==> src/rtl/mainmem_backdoor_arb.sv <==
// mainmem_backdoor_arb: round-robin multi-channel burst arbiter onto a single main-memory port.
// Optional BACKDOOR_BYTE_MASK_EN passes the winner's byte mask through on write beats.
module mainmem_backdoor_arb #(
   parameter int NUM_CH = 4,
   parameter int ADDR_W = 32,
   parameter int DATA_W = 64,
   parameter int LEN_W  = 4
) (
   input  logic                       clk,
   input  logic                       rst,
   input  logic [NUM_CH-1:0]          ch_req,
   input  logic [NUM_CH-1:0]          ch_we,
   input  logic [NUM_CH*ADDR_W-1:0]   ch_addr,
   input  logic [NUM_CH*LEN_W-1:0]    ch_len,
   input  logic [NUM_CH*DATA_W-1:0]   ch_wdata,
   input  logic [NUM_CH*DATA_W/8-1:0] ch_mask,
   output logic [NUM_CH-1:0]          ch_gnt,
   output logic [NUM_CH-1:0]          ch_wready,
   output logic [NUM_CH-1:0]          ch_rvalid,
   output logic [NUM_CH-1:0]          ch_done,
   output logic [DATA_W-1:0]          ch_rdata,
   output logic                       mem_req,
   output logic                       mem_we,
   output logic [ADDR_W-1:0]          mem_addr,
   output logic [DATA_W-1:0]          mem_wdata,
   output logic [DATA_W/8-1:0]        mem_mask,
   input  logic [DATA_W-1:0]          mem_rdata
);
   localparam int BYTES = DATA_W / 8;
   localparam int OFF   = $clog2(BYTES);
   localparam int CW    = NUM_CH > 1 ? $clog2(NUM_CH) : 1;
   typedef enum logic [1:0] {IDLE, BURST, DRAIN, DONE} state_t;
   state_t            state, state_nx;
   logic [CW-1:0]     last_q, win_q, pick;
   logic              found;
   logic [ADDR_W-1:0] base_q, addr_sum;
   logic              we_q, rv_q;
   logic [LEN_W-1:0]  len_q, beat_q;
   logic [DATA_W-1:0] rdata_q;
   logic [BYTES-1:0]  wmask;
`ifdef BACKDOOR_BYTE_MASK_EN
   assign wmask = ch_mask[int'(win_q)*BYTES +: BYTES];
`else
   logic unused_mask;
   assign unused_mask = ^ch_mask;
   assign wmask = '1;
`endif
   assign ch_rdata = rdata_q;
   assign addr_sum = base_q + (ADDR_W'(beat_q) << OFF);
   // descending scan so the channel closest after last_q is the one that sticks
   always_comb begin
      pick  = '0;
      found = 1'b0;
      for (int i = NUM_CH - 1; i >= 0; i--) begin
         if (ch_req[(int'(last_q) + 1 + i) % NUM_CH]) begin
            pick  = CW'((int'(last_q) + 1 + i) % NUM_CH);
            found = 1'b1;
         end
      end
   end
   always_comb begin
      state_nx  = state;
      ch_gnt    = '0;
      ch_wready = '0;
      ch_done   = '0;
      ch_rvalid = '0;
      mem_req   = 1'b0;
      mem_we    = 1'b0;
      mem_addr  = '0;
      mem_wdata = '0;
      mem_mask  = '0;
      ch_rvalid[win_q] = rv_q;
      case (state)
         IDLE: if (found && !rst) begin
            ch_gnt[pick] = 1'b1;
            state_nx     = BURST;
         end
         BURST: begin
            mem_req  = 1'b1;
            mem_we   = we_q;
            mem_addr = addr_sum & ~ADDR_W'(BYTES - 1);
            if (we_q) begin
               ch_wready[win_q] = 1'b1;
               mem_wdata        = ch_wdata[int'(win_q)*DATA_W +: DATA_W];
               mem_mask         = wmask;
            end
            if (beat_q == len_q) state_nx = we_q ? DONE : DRAIN;
         end
         DRAIN: state_nx = DONE;
         default: begin
            ch_done[win_q] = 1'b1;
            state_nx       = IDLE;
         end
      endcase
   end
   always_ff @(posedge clk) begin
      if (rst) begin
         state   <= IDLE;
         last_q  <= CW'(NUM_CH - 1);
         win_q   <= '0;
         base_q  <= '0;
         we_q    <= 1'b0;
         len_q   <= '0;
         beat_q  <= '0;
         rv_q    <= 1'b0;
         rdata_q <= '0;
      end else begin
         state <= state_nx;
         rv_q  <= state == BURST && !we_q;
         if (state == BURST && !we_q) rdata_q <= mem_rdata;
         if (state == BURST) beat_q <= beat_q + 1'b1;
         if (state == IDLE && found) begin
            win_q  <= pick;
            last_q <= pick;
            base_q <= ch_addr[int'(pick)*ADDR_W +: ADDR_W];
            we_q   <= ch_we[pick];
            len_q  <= ch_len[int'(pick)*LEN_W +: LEN_W];
            beat_q <= '0;
         end
      end
   end
endmodule

==> config.mk <==
export PLATFORM = sky130hd
export DESIGN_NAME = mainmem_backdoor_arb
export DESIGN_NICKNAME = d
export VERILOG_FILES = /design/src/rtl/mainmem_backdoor_arb.sv
export SDC_FILE = /design/constraint.sdc
export NUM_CORES = 1
export LEC_CHECK = 0
export BUFFER_PORTS_ARGS = -buffer_cell sky130_fd_sc_hd__buf_2
export CAP_MARGIN = 20
export CORE_AREA = 2 2 267 269
export CTS_CLUSTER_SIZE = 30
export DETAILED_ROUTE_END_ITERATION = 16
export DIE_AREA = 0 0 269 271
export PLACE_DENSITY = 0.3
export SLEW_MARGIN = 20
export SYNTH_ARGS = -nofsm -noshare
export SYNTH_HDL_FRONTEND = slang
export SYNTH_SLANG_ARGS = --single-unit
==> constraint.sdc <==
create_clock -name clk -period 2.6 [get_ports clk]
set_input_delay 0.39 -clock clk [delete_from_list [all_inputs] [get_ports clk]]
set_output_delay 0.39 -clock clk [all_outputs]
set_load 0.05 [all_outputs]
==> impl_metrics.ini <==
[run_status]
status = finished, violations left
violations = negative setup slack

[logic_synthesis]
ys_top_cells_by_area = dfxtp_1, mux4_2, nand2_1
ys_ff_latch = 109
yosys.area.top_type_share = 0.280
avgSynthCellArea_um2 = 8.81
syn_inst = 885
yosys_warnings = 0
synth_area_um2 = 7800
yosysTopAreaCell = dfxtp_1
synth.yosys.seq_area_share = 0.280
synthDistinctLibCells = 47

[placed_design]
dp.cells = 2452
gp_congestion = 0.905
hpwl_um = 42800
portBuffers = 644

[die]
fp.dieW_um = 269
die_area_um2 = 72900
rows = 97
initial_core_util = 0.112
coreArea_um2 = 69800
top_level_ports = 692
die_h_um = 271

[drt]
via_count = 9493
antenna_left = 0
dr.pass1.iters = 4
initialDrtViolationCount = 378
wirelength_um = 51300
drt-wirelength-per-cell_um = 20.6
drc = 0
vias_per_cell = 3.82

[sta]
slew_headroom = 0.441
period_needed_ns = 2.87
worst_pin_slew_ns = 0.839
setup_viol = 15
layout_setup_ws_ns = -0.272
max_freq_mhz = 348
skew_ns = 0.0123
maxSlewViolCount = 0
finalHoldViolCount = 0
hold_slack_ns = 0.228
period_share = 1.10
rsz0062_at_grt = true

[job]
maxCapViolCount = 0

[global_routing]
gr-usage-met2 = 0.246
antenna_found_initial = 20
grt.total_usage = 0.133
grt_max_degree = 75
grtUsageMet1 = 0.147
overflow = 0
grt_pass1_vias = 9667
grt_pass1_wl_um = 69400
met3_usage = 0.0238
grt.busiest_layer = met2

[worst_setup_path]
critPathMaxFanout = 7
cp_data_required_time_ns = 2.21
worstSetupStartpointType = flop
rrSetupSlack_ns = 0.44
path_cells = ha_4 > fa_2 > a21o_1 > a21o_1 > nand4_1 > buf_6 > buf_12 > or4_4 > a21oi_4 > buf_6
cp_slowest_cell = or4_4
worstPathArrival_ns = 2.48
end_kind = output port
path_class = reg -> out
worst_path_largest_cell_delay_ns = 0.43

[worst_hold_path]
min_path_type = in -> reg

[pwr]
power.density_nw_per_um2 = 891
ir_worst_vdd_v = 0.000269
p_leak_nw = 6.23
p_total_mw = 12.4

[finish]
area_growth_pct = 79.0
final_layout_size_suffix_gt1_frac = 0.570
final_cells = 2485
nets = 2053

[clocking]
cts_made_buffers = 9
ctsLongestPathBuffers = 2
htree_num_levels = 3
clkSinkCount = 109
cts_tree = done
root_buffer = clkbuf_16
worstSkewPairLatency_ns = 0.39
path_clk_slew_ns = 0.09
## area by class of cell
cell class	instances	area (µm²)
multi-input combinational	684	5520
timing repair buffer	725	4750
sequential	109	2200
inverter	8	30.0
fill	7873	55800
antenna	5	12.5
clock inverter	5	46.3
tap	940	1180
clock buffer	9	225
## logic make-up after synthesis
kind of cell	count (synthesis)	synth area share
other	1	0.000481
xor gates and xnor gates	23	0.0258
adders and majority gates	10	0.0170
and+or+nand+nor	376	0.230
DFF	109	0.280
buffers and inverters	94	0.0544
muxes	135	0.276
AOI/OAI and AO/OA	137	0.116
## worst max-delay path: cells and delay by family (launching register included)
family,cells,cell delay (ns)
simple gates,2,0.53
buf+inv,3,0.47
compound gates,3,0.39
flops,1,0.36
fa+ha+maj,2,0.35
## metal layers
layer / share of wire / routed length, µm
met5: 0.00053 / 27
met4: 0.026 / 1350
met3: 0.061 / 3150
met2: 0.53 / 27000
met1: 0.38 / 19700
## timing repair
action | 4_1_cts | 5_1_grt
gates cloned | 1 | 1
gates resized for setup | 71 | 21
buffers inserted | 11 | 4
pin swaps | 20 | 9
hold buffers | 0 | 0
setup endpoints to repair | 76 | 27
## worst paths after layout
check           startpoint      endpoint  depth (start not counted)
max              beat_q[0]  mem_addr[29]                         10
min          mem_rdata[52]  ch_rdata[52]                          3
max reg2reg      last_q[1]     base_q[6]                          7
min reg2reg   ch_rdata[32]  ch_rdata[32]                          2
## stage by stage
step	instance area, µm²	utilization	setup TNS (ns)	setup slack [ns]
floorplan	7970	-	-0.0169	-0.0169
global placement	13200	0.190	-0.435	-0.121
detailed placement	13200	0.190	-0.288	-0.101
CTS	13800	0.198	-3.63	-0.323
global route	14000	0.200	-4.33	-0.369
finish	14000	0.200	-2.18	-0.272
## synthesized netlist by cell type, drive strengths merged
cell / number
nand2: 209
dfxtp: 109
a21oi: 79
mux2i: 71
and2: 66
mux4: 64
clkbuf: 54
a32o: 34
buf: 32
nor2: 31
o21ai: 12
xor2: 12
xnor2: 11
and3: 9
ha: 9
or3: 9
inv: 8
nand4: 8
nand2b: 7
nor3b: 7
nor3: 6
nor4: 6
and4: 5
nand3: 5
and3b: 4
a211oi: 3
a21o: 3
a211o: 2
o31ai: 2
or4: 2
conb: 1
fa: 1
nor2b: 1
nor4b: 1
o21a: 1
o21bai: 1
## sequential cells by signal, indices dropped and copies added, names as in the netlist
register	cells
ch_rdata	64
base_q	29
last_q	2
beat_q	4
len_q	4
state	2
rv_q	1
we_q	1
win_q	2
## placed cells by master, fill, tap and decap left out, types with 8 or more instances in the layout
cell type,netlist,routed
and2_1,66,57
nor2_2,0,8
buf_4,11,62
nand2_1,209,209
a21oi_1,79,69
xor2_1,12,12
buf_2,18,582
mux4_2,64,64
xnor2_1,11,11
clkbuf_16,0,9
dfxtp_1,109,102
buf_12,0,50
and2_2,0,9
a32o_1,34,34
mux2i_1,71,70
buf_6,1,29
nor2_1,31,21
## where the power goes
group	switching [mW]	leakage, nW	total [mW]	internal [mW]
combinational	5.03	5.20	8.36	3.33
clock	0.746	0.134	1.40	0.657
sequential	0.462	0.897	2.67	2.21
No activity file was read; power rests on OpenSTA's default activity.
